[src/rtl/ram_stream_reader_pkg.sv]
// Shared types and default widths for the RAM burst stream reader.
// Holds the FSM state enum and a small FIFO occupancy helper.
package ram_stream_reader_pkg;

    localparam int RSR_ADDR_W = 4;
    localparam int RSR_DATA_W = 8;

    typedef enum logic [1:0] {
        IDLE  = 2'd0,
        RUN   = 2'd1,
        DRAIN = 2'd2
    } rsr_state_t;

    // Entries already buffered plus the read whose data is still returning.
    function automatic logic [2:0] rsr_occupancy(
        input logic [1:0] count,
        input logic       inflight
    );
        return {1'b0, count} + {2'b00, inflight};
    endfunction

endpackage

[src/rtl/ram_stream_reader_fifo2.sv]
// rsr_fifo2: two-entry output buffer between RAM read data and the stream.
// Ports: clk, rst (sync, active-high), push/din, pop/dout (head), count.
module rsr_fifo2 #(
    parameter int W = 8
) (
    input  logic         clk,
    input  logic         rst,
    input  logic         push,
    input  logic [W-1:0] din,
    input  logic         pop,
    output logic [W-1:0] dout,
    output logic [1:0]   count
);

    logic [W-1:0] mem [2];
    logic         wr_ptr;
    logic         rd_ptr;
    logic         do_pop;
    logic         do_push;

    assign do_pop  = pop && (count != 2'd0);
    assign do_push = push && ((count != 2'd2) || do_pop);
    assign dout    = mem[rd_ptr];

    always_ff @(posedge clk) begin
        if (rst) begin
            mem[0] <= '0;
            mem[1] <= '0;
            wr_ptr <= 1'b0;
            rd_ptr <= 1'b0;
            count  <= 2'd0;
        end else begin
            if (do_push) begin
                mem[wr_ptr] <= din;
                wr_ptr      <= ~wr_ptr;
            end
            if (do_pop) begin
                rd_ptr <= ~rd_ptr;
            end
            unique case ({do_push, do_pop})
                2'b10:   count <= count + 2'd1;
                2'b01:   count <= count - 2'd1;
                default: count <= count;
            endcase
        end
    end

endmodule

[src/rtl/ram_stream_reader.sv]
// Burst reader: reads len words from a sync-read RAM starting at base_addr
// (address wraps) and streams them out over valid/ready with a 2-entry FIFO.
// Ports: clk, rst (sync, active-high), start/base_addr/len request,
// busy/done status, ram_en/ram_we/ram_addr/ram_dout RAM port,
// m_data/m_valid/m_ready stream. Define RSR_LAST_EN to add m_last.
module ram_stream_reader
    import ram_stream_reader_pkg::*;
#(
    parameter int ADDR_W = RSR_ADDR_W,
    parameter int DATA_W = RSR_DATA_W
) (
    input  logic              clk,
    input  logic              rst,
    input  logic              start,
    input  logic [ADDR_W-1:0] base_addr,
    input  logic [ADDR_W:0]   len,
    output logic              busy,
    output logic              done,
    output logic              ram_en,
    output logic              ram_we,
    output logic [ADDR_W-1:0] ram_addr,
    input  logic [DATA_W-1:0] ram_dout,
    output logic [DATA_W-1:0] m_data,
    output logic              m_valid,
    input  logic              m_ready
`ifdef RSR_LAST_EN
    ,
    output logic              m_last
`endif
);

`ifdef RSR_LAST_EN
    localparam int FW = DATA_W + 1;
`else
    localparam int FW = DATA_W;
`endif

    localparam logic [ADDR_W:0] MAX_LEN = (ADDR_W+1)'(2**ADDR_W);
    localparam logic [ADDR_W:0] ONE     = (ADDR_W+1)'(1);

    rsr_state_t        state;
    logic [ADDR_W-1:0] addr_q;
    logic [ADDR_W:0]   rem_q;
    logic [ADDR_W:0]   len_eff;
    logic              rvalid_q;
    logic              pop;
    logic              can_issue;
    logic [2:0]        occ;
    logic [1:0]        fifo_count;
    logic [FW-1:0]     fifo_din;
    logic [FW-1:0]     fifo_head;

    assign len_eff = (len > MAX_LEN) ? MAX_LEN : len;

    assign m_valid = (fifo_count != 2'd0);
    assign pop     = m_valid && m_ready;

    // A read may issue only if its word has a FIFO slot once it returns,
    // counting the beat leaving this cycle.
    assign occ       = rsr_occupancy(fifo_count, rvalid_q);
    assign can_issue = occ < (3'd2 + {2'b00, pop});

    assign ram_en   = (state == RUN) && (rem_q != '0) && can_issue;
    assign ram_we   = 1'b0;
    assign ram_addr = addr_q;

`ifdef RSR_LAST_EN
    logic rlast_q;
    assign fifo_din = {rlast_q, ram_dout};
    assign m_last   = fifo_head[DATA_W] & m_valid;
`else
    assign fifo_din = ram_dout;
`endif
    assign m_data = fifo_head[DATA_W-1:0];

    always_ff @(posedge clk) begin
        if (rst) begin
            state    <= IDLE;
            addr_q   <= '0;
            rem_q    <= '0;
            rvalid_q <= 1'b0;
            busy     <= 1'b0;
            done     <= 1'b0;
        end else begin
            done     <= 1'b0;
            rvalid_q <= ram_en;
            unique case (state)
                IDLE: begin
                    if (start) begin
                        if (len_eff == '0) begin
                            done <= 1'b1;
                        end else begin
                            state  <= RUN;
                            busy   <= 1'b1;
                            addr_q <= base_addr;
                            rem_q  <= len_eff;
                        end
                    end
                end
                RUN: begin
                    if (ram_en) begin
                        addr_q <= addr_q + ADDR_W'(1);
                        rem_q  <= rem_q - ONE;
                        if (rem_q == ONE) begin
                            state <= DRAIN;
                        end
                    end
                end
                DRAIN: begin
                    // Nothing returning and one word left: this pop ends it.
                    if (pop && (fifo_count == 2'd1) && !rvalid_q) begin
                        state <= IDLE;
                        busy  <= 1'b0;
                        done  <= 1'b1;
                    end
                end
                default: state <= IDLE;
            endcase
        end
    end

`ifdef RSR_LAST_EN
    always_ff @(posedge clk) begin
        if (rst) begin
            rlast_q <= 1'b0;
        end else begin
            rlast_q <= ram_en && (rem_q == ONE);
        end
    end
`endif

    // Reset clears rvalid_q, so data returning right after reset is dropped.
    rsr_fifo2 #(
        .W(FW)
    ) u_fifo (
        .clk  (clk),
        .rst  (rst),
        .push (rvalid_q),
        .din  (fifo_din),
        .pop  (pop),
        .dout (fifo_head),
        .count(fifo_count)
    );

endmodule

[config.mk]
export PLATFORM = sky130hd
export DESIGN_NAME = ram_stream_reader
export DESIGN_NICKNAME = d
export VERILOG_FILES = /design/src/rtl/ram_stream_reader_pkg.sv /design/src/rtl/ram_stream_reader_fifo2.sv /design/src/rtl/ram_stream_reader.sv
export SDC_FILE = /design/constraint.sdc
export NUM_CORES = 1
export LEC_CHECK = 0
export ABC_AREA = 1
export BUFFER_PORTS_ARGS = -buffer_cell sky130_fd_sc_hd__buf_4
export CAP_MARGIN = 25
export CORE_AREA = 2 2 83 85
export DETAILED_ROUTE_END_ITERATION = 6
export DIE_AREA = 0 0 85 87
export PLACE_DENSITY_LB_ADDON = 0.3
export SETUP_SLACK_MARGIN = 0.02
export SYNTH_ARGS = -nofsm -noshare
export SYNTH_HDL_FRONTEND = slang
export SYNTH_SLANG_ARGS = --single-unit
[constraint.sdc]
create_clock -name clk -period 3.6 [get_ports clk]
set_input_delay 0.36 -clock clk [delete_from_list [all_inputs] [get_ports clk]]
set_output_delay 0.36 -clock clk [all_outputs]
set_load 0.05 [all_outputs]
# Word level (Yosys, flattened, before mapping)

Memory sizes are Yosys's and may differ from the RTL's. A register that Yosys moved wholly into a read port is not among the register bits.
Cells that the tools add are included.

Register bits: 18
RAM bits: 16
Bits of input ports: 21
Output and inout bits: 17
Word-level logic and storage cells: 86
Memories: 1

Add/subtract/negate cells: 6
Order comparisons: 2
Equality and inequality tests: 12
Mux-type cells: 34
Bitwise operators: 2
Reduce and logical (&&, ||, !) cells: 20

Memory list:

| name       | words | width | rd ports | clocked after Yosys merged registers in | wr ports | RTL line                      | text |
|---|---|---|---|---|---|---|---|
| u_fifo.mem | 2     | 8     | 1        | 1                                       | 2        | ram_stream_reader_fifo2.sv:15 | `logic [W-1:0] mem [2];` |

Operators with widths:

| cell                                                               | count |
|---|---|
| 5-bit 2-to-1 mux                                                   | 4 |
| 1-bit 2-to-1 mux                                                   | 15 |
| 4-bit 2-to-1 mux                                                   | 3 |
| 2-bit 2-to-1 mux                                                   | 5 |
| 2-bit inequality test, second input constant                       | 5 |
| 5-bit case mux with 2 select lines                                 | 1 |
| 8-bit 2-to-1 mux                                                   | 1 |
| 4-bit case mux with 2 select lines                                 | 1 |
| 4-bit AND reduction                                                | 2 |
| 2-bit nonzero test                                                 | 4 |
| 8-bit OR reduction                                                 | 1 |
| 1-bit logical AND                                                  | 7 |
| 2-bit by 1-bit == test with 1-bit output, second input constant    | 3 |
| 2-bit case mux with 3 select lines                                 | 1 |
| 5-bit by 1-bit == test with 1-bit output, second input constant    | 1 |
| 5-bit > comparator, second input constant                          | 1 |
| 5-bit logical NOT                                                  | 1 |
| 5-bit AND reduction                                                | 1 |
| 5-bit nonzero test                                                 | 1 |
| 5-bit by 1-bit subtractor with 5-bit output, second input constant | 1 |
| 4-bit by 1-bit adder with 4-bit output, second input constant      | 1 |
| 2-bit == test, second input constant                               | 2 |
| 1-bit case mux with 2 select lines                                 | 2 |
| 2-bit case mux with 2 select lines                                 | 1 |
| other kinds (10)                                                   | 11 |

# Logic depth before layout (Yosys ltp)

Gate-level depths: netlist of run 1.

Depth after elaboration: 10
Depth in mapped cells: 11
Mapped depth without buffers: 11

# Hierarchy

From an unflattened synthesis of run 1, not the netlist that was laid out.

Cell total of the unflattened synthesis: 238
Area, all modules: 1924.3 um2

Modules (own cells, without submodules):

| module            | instances | cells an instance | area each (um2) | sequential area each (um2) |
|---|---|---|---|---|
| ram_stream_reader | 1         | 151               | 968.4           | 280.3 |
| rsr_fifo2         | 1         | 87                | 955.9           | 580.6 |

# Least setup slack after synthesis of run 1

OpenSTA, ideal clock, no wires.

Kind: register to output
Start point: register u_fifo.count[0]
End point: output port ram_en
Arrival time: 1469 ps
Setup slack: 1771 ps
Stages on the path, launching flop included: 8
Path through: dfxtp_1 > inv_1 > ha_1 > inv_2 > nand3_1 > nand2_1 > nand3_1 > inv_1

Longest elaborated chain between the ends: 5

Ends and longest elaborated chain:

| what                                   | RTL line                      | text |
|---|---|---|
| start, declared                        | ram_stream_reader_fifo2.sv:12 | `output logic [1:0] count` |
| start signal, assigned                 | ram_stream_reader_fifo2.sv:41 | `2'b10: count <= count + 2'd1;` |
| start signal, assigned                 | ram_stream_reader_fifo2.sv:42 | `2'b01: count <= count - 2'd1;` |
| start signal, assigned                 | ram_stream_reader_fifo2.sv:43 | `default: count <= count;` |
| 2-bit nonzero test                     | ram_stream_reader.sv:55       | `assign m_valid = (fifo_count != 2'd0);` |
| net m_valid                            | ram_stream_reader.sv:24       | `output logic m_valid,` |
| 1-bit logical AND                      | ram_stream_reader.sv:56       | `assign pop = m_valid && m_ready;` |
| 2-bit by 1-bit adder with 3-bit output | ram_stream_reader.sv:61       | `assign can_issue = occ < (3'd2 + {2'b00, pop});` |
| 3-bit < comparator                     | ram_stream_reader.sv:61       |  |
| 1-bit logical AND                      | ram_stream_reader.sv:63       | `assign ram_en = (state == RUN) && (rem_q != '0) && can_issue;` |
| end, declared                          | ram_stream_reader.sv:19       | `output logic ram_en,` |

The timed path passes the listed nets, and every way through them passes these cells.

# Final worst setup path of run 1

Start point: register u_fifo.count[0]
End point: output port ram_en

Longest elaborated chain between the ends: 5

Ends and longest elaborated chain:

| what                                   | RTL line |
|---|---|
| 2-bit nonzero test                     | ram_stream_reader.sv:55 |
| 1-bit logical AND                      | ram_stream_reader.sv:56 |
| 2-bit by 1-bit adder with 3-bit output | ram_stream_reader.sv:61 |
| 3-bit < comparator *                   | ram_stream_reader.sv:61 |
| 1-bit logical AND *                    | ram_stream_reader.sv:63 |

Mark *: on every way between the ends. The rest lies on a longest branch, timed or not.

==> impl_results.md, run 1 <==
* WS Path Type: reg -> out
* Origin of the critical flop-to-flop path: u_fifo.count[0]
* Crit path time final at 2.02 ns
* Max Freq at 0.496 GHz
* Vias at 1506
* Root Buffer: clkbuf_8
* First-pass GRT wire length at 6330 µm
* Row count at 30
* Mapped cell area at 1890 µm²
* Max-slew violations at 0
* DP Cell Count at 343
* Ys Warns at 0
* DP Worst Slack at 1.60 ns
* Layout cells sized above 1 at 0.232
* Yosys reg bits at 35
* Final nets at 301
* Yosys top cell area share at 0.254
* Vias per cell at 4.29
* WHS Endpoint: busy
* CTS tree: yes
* Status: complete, no violations
* Layout area overhead at 21.8%
* R2R Path End: u_fifo.mem[0][1]
* Cell variety after synth at 27
* Initial Utilization at 0.288
* DR iter-0 viols at 50
* Die ar. at 7400 µm²
* RSZ-0062 raised after global routing: false
* Final WS setup at 1.58 ns
* Antenna cells at 0
* Hold Path Class: in -> reg
* Crit share post-route at 0.560
* CP Capture Type: primary output
* Req. time, crit path at 3.24 ns
* I/O pin count at 38
* Hold path depth at 2
* Post-DP HPWL at 2930 µm
* Largest net degree at the start of global routing at 17
* CTS Buffer Depth at 2
* Chip width at 85 µm
* Detailed Route WL at 3790 µm
* Final cell count without fillers at 351
* Antenna-violating nets left at 0
* Flop2flop setup slack at 1.60 ns
* Final setup viols at 0
* Pleak at 0.00111 µW
* Synth Area per Inst at 8.12 µm²
* Critical Path Start Type: register
* Die Ht at 87 µm
* All-Layer GR Usage at 0.106
* Grt total ovfl at 0
* CTS resizes at 0
* Syn_nets at 264
* Avg WL per Cell at 10.8 µm
* RePlAce Congestion at 0.801
* Hold Startpoint: rst
* Postcts setup bufs at 0
* CTS buffer count at 5
* Synth area leaders: edfxtp_1, dfxtp_1, nand2_1
* CP max FO at 4
* Setup TNS at 0 ns
* CTS Sinks at 35
* Max-Cap Viols at 0
* Max_slew headroom at 0.662
* # H-tree levels at 2
* CTS Hold Buffers Added at 0
* Gate Count Post-Synth at 233
* Max VDD drop at 0.000240 V
* Worst Skew at 0.00548 ns
* Placeable Area at 6570 µm²
* CTS clock-pin slew for the worst setup and hold paths at 0.07 ns
* Worst skew pair latency at 0.29 ns
* I/O Buffers at 36
* Cell taking the most area after synthesis: edfxtp_1
* Seq/Total Area, Yosys at 0.455
* 1st-pass router iterations at 4
* Hold violation count in the final report at 0
* Vias in the first global route at 1391
* R2R cell count at 9
* Initial antenna violation count at 0
* Post-route DRC violation count at 0
* Slew @ Worst Pin at 0.504 ns
* Placed Instance Area at 2220 µm²
* Finished Cell Area at 2310 µm²
* Pwr dens at 621 nW/µm²
* Worst EP arrival at 1.66 ns
-- cell usage in the layout (no fill, tap or decap), types with 3 or more instances in the layout --
cell type	count
a21oi_1	15
buf_4	36
clkbuf_8	5
dfxtp_1	19
edfxtp_1	16
ha_1	10
inv_1	32
mux2_2	8
nand2_1	44
nand2_2	3
nand3_1	16
nor2_1	40
nor2_4	3
o21ai_0	6
-- registers in the layout (all words and copies together) (netlist names), named ones only --
signal	flops
done	1
ram_addr	4
u_fifo.mem	16
u_fifo.count	2
busy	1
u_fifo.wr_ptr	1
rvalid_q	1
u_fifo.rd_ptr	1
rem_q	5
state	2
-- worst max-delay path by stage --
| stage | slack [ns] | end | startpoint | depth (start not counted) |
|---|---|---|---|---|
| after global routing | 1.38 | u_fifo.mem[0][1] | u_fifo.count[0] | 9 |
| after detailed placement | 1.60 | u_fifo.mem[0][0] | u_fifo.count[0] | 9 |
| final | 1.58 | ram_en | u_fifo.count[0] | 8 |
| after CTS | 1.55 | ram_en | u_fifo.count[0] | 8 |
| after global placement | 1.66 | u_fifo.mem[0][1] | u_fifo.count[0] | 9 |
| after floorplan | 1.77 | ram_en | u_fifo.count[0] | 7 |
-- report_power, final --
group / total, µW / internal, µW / switching [µW]
clock: 281 / 135 / 146
combinational: 616 / 218 / 398
sequential: 535 / 478 / 56.1
total: 1430 / 831 / 601
-- logic make-up after synthesis --
group | count (synthesis) | share of synthesized area
adders and majority gates | 10 | 0.0661
other | 1 | 0.00198
muxes | 8 | 0.0476
xor gates and xnor gates | 1 | 0.00463
DFF | 35 | 0.455
buffers and inverters | 40 | 0.0919
and+or+nand+nor | 114 | 0.268
AOI/OAI and AO/OA | 24 | 0.0654
-- layout make-up --
class	count	area [µm²]
multi-input combinational	158	858
clock inverter	3	20.0
clock buffer	5	68.8
sequential	35	861
fill	693	4260
timing repair buffer	36	270
inverter	34	128
tap	80	100
-- Yosys cell counts (all sizes together) --
master   n
a21oi   15
a31oi    2
buf      5
clkbuf   1
clkinv   1
conb     1
dfxtp   19
edfxtp  16
ha      10
inv     33
mux2     8
nand2   47
nand3   16
nand3b   2
nand4    3
nor2    45
o21ai    6
o22ai    1
or2      1
xor2     1
-- per-layer routing --
layer  global-route usage  share of wire  vias to the layer above  wire length (µm)
li1                     -              -                      815                 -
met2                0.158           0.41                       37              1560
met3               0.0341          0.056                        5               212
met1                0.144           0.52                      649              1970
met4               0.0390          0.013                        0                51
met5                    0              0                        -                 0
-- per-stage QoR --
stage | utilization | power, µW | hold slack [ns]
2_1_floorplan | - | 1020 | 0.429
3_3_place_gp | 0.338 | 1160 | 0.459
3_5_place_dp | 0.338 | 1160 | 0.458
4_1_cts | 0.351 | 1450 | 0.276
5_1_grt | 0.351 | 1540 | 0.279
6_report | 0.351 | 1430 | 0.284
-- critical path, stage by stage, from the launching register on --
cell and delay [ns]:
dfxtp_1 0.36, inv_1 0.09, ha_1 0.26, inv_2 0.07, nand3_1 0.07, nand2_1 0.08, nand3_1 0.12, inv_1 0.12
buf_4 0.20
Note: power is estimated with default switching activity, not from simulation.
==> inputs of run 2 (changes only) <==
==> constraint.sdc (replaced) <==
create_clock -name clk -period 2 [get_ports clk]
set_input_delay 0.2 -clock clk [delete_from_list [all_inputs] [get_ports clk]]
set_output_delay 0.2 -clock clk [all_outputs]
set_load 0.05 [all_outputs]
==> run 2 against run 1 <==
Effect of this change: die area stayed put; total power is 80% higher; cell area is 1.2% higher; critical path type is now reg -> reg; critical endpoint is now u_fifo.count[1]; largest cell class unchanged; largest power group unchanged.
==> impl_results.md, run 2 (synthesis gave the netlist of run 1 again) <==
* Final setup viols at 0
* Vias in the first global route at 1483
* RSZ-0062 raised after global routing: true
* WP buf/inv at 3
* CTS Buffer Depth at 2
* Worst path max stage delay at 0.36 ns
* Grt total ovfl at 0
* Hold Path Class: in -> reg
* Die ar. at 7400 µm²
* Worst skew pair latency at 0.28 ns
* DP Worst Slack at 0.0963 ns
* Status: complete, no violations
* Worst EP arrival at 2.03 ns
* Max-Cap Viols at 0
* Largest net degree at the start of global routing at 16
* Max Freq at 0.540 GHz
* Pleak at 0.00113 µW
* Crit path time final at 1.85 ns
* Vias per cell at 4.38
* Commonest non-fill, non-tap cell in the layout: nand2_1
* Critical Path Start Type: register
* 1st-pass router iterations at 4
* # H-tree levels at 2
* All-Layer GR Usage at 0.113
* Final Util at 0.355
* Most used cell, CP: inv_1
* CTS Hold Buffers Added at 0
* Fill cells at 697
* Most frequent cells in the layout: nand2_1, nor2_1, buf_4
* Layout cells sized above 1 at 0.240
* CTS Sinks at 35
* Initial antenna violation count at 0
* Final WS setup at 0.147 ns
* Crit share post-route at 0.926
* Worst Skew at 0.00318 ns
* RePlAce Congestion at 0.781
* Cell family with most CP delay: adder cells
* Die Ht at 87 µm
* Max VDD drop at 0.000432 V
* Placeable Area at 6570 µm²
* Post-DP HPWL at 2990 µm
* DR iter-0 viols at 26
* First-pass GRT wire length at 6710 µm
* I/O pin count at 38
* Req. time, crit path at 2.18 ns
* CP max FO at 4
* Max reg flops at 16
* Chip width at 85 µm
* Pwr dens at 1110 nW/µm²
* Setup TNS at 0 ns
* Slowest cell on the critical path: dfxtp_1
* Hold violation count in the final report at 0
* CP Capture Type: register
* Antenna-violating nets left at 0
* Max-slew violations at 0
* Avg WL per Cell at 11.1 µm
* Crit-path cells: inv_1 > ha_1 > nor2_4 > inv_1 > nand2_1 > nand2_1 > ha_1 > o21ai_0 > inv_1
* Row count at 30
* Post-route DRC violation count at 0
* CTS buffer count at 5
* Root Buffer: clkbuf_8
* I/O Buffers at 36
* CTS clock-pin slew for the worst setup and hold paths at 0.07 ns
* CTS tree: yes
* WS Path Type: reg -> reg
* Final nets at 305
* Layout area overhead at 23.3%
* Detailed Route WL at 3920 µm
* Antenna cells at 0
* Initial Utilization at 0.288
* Top reg by flops: u_fifo.mem
* Vias at 1555
==> run 2: power by group <==
part | switching [µW] | internal (µW) | leakage, µW
Combinational | 726 | 408 | 0.000769
Sequential | 103 | 861 | 0.000322
Clock | 245 | 237 | 0.0000403
==> run 2: cell type report <==
type                    instances  area, µm²  share of cell area
multi-input cells             158        861               0.369
well taps                      80        100              0.0429
clock inverters                 2       7.51             0.00322
clock buffers                   6       72.6              0.0311
flip-flops and latches         35        861               0.369
repair buffers                 40        304               0.130
inverters                      34        128              0.0547
==> run 2: repair_timing <==
item                                    CTS  global route
setup buffers                             0             0
gates resized for setup                   0             4
endpoints found under the setup margin    0            10
==> run 2: worst paths after layout <==
| path | from | endpoint | slack (ns) | depth (start not counted) |
|---|---|---|---|---|
| max | u_fifo.count[0] | u_fifo.count[1] | 0.15 | 9 |
| min | rst | state[0] | 0.13 | 2 |
| max reg2reg | u_fifo.count[0] | u_fifo.count[1] | 0.15 | 9 |
| min reg2reg | busy | busy | 0.46 | 2 |
==> run 2: layer usage <==
layer	global-route usage	wire length, µm
met1	0.149	1980
met2	0.183	1730
met3	0.0322	186
met4	0.0303	27
met5	0	0
==> run 2: stage by stage <==
step	instances	cell area (µm²)	power (µW)	hold slack, ns
3_5_place_dp	347	2250	2110	0.431
6_report	355	2330	2580	0.133
3_3_place_gp	347	2250	2100	0.429
2_1_floorplan	233	1890	1840	0.269
5_1_grt	355	2330	2780	0.133
4_1_cts	355	2330	2610	0.129
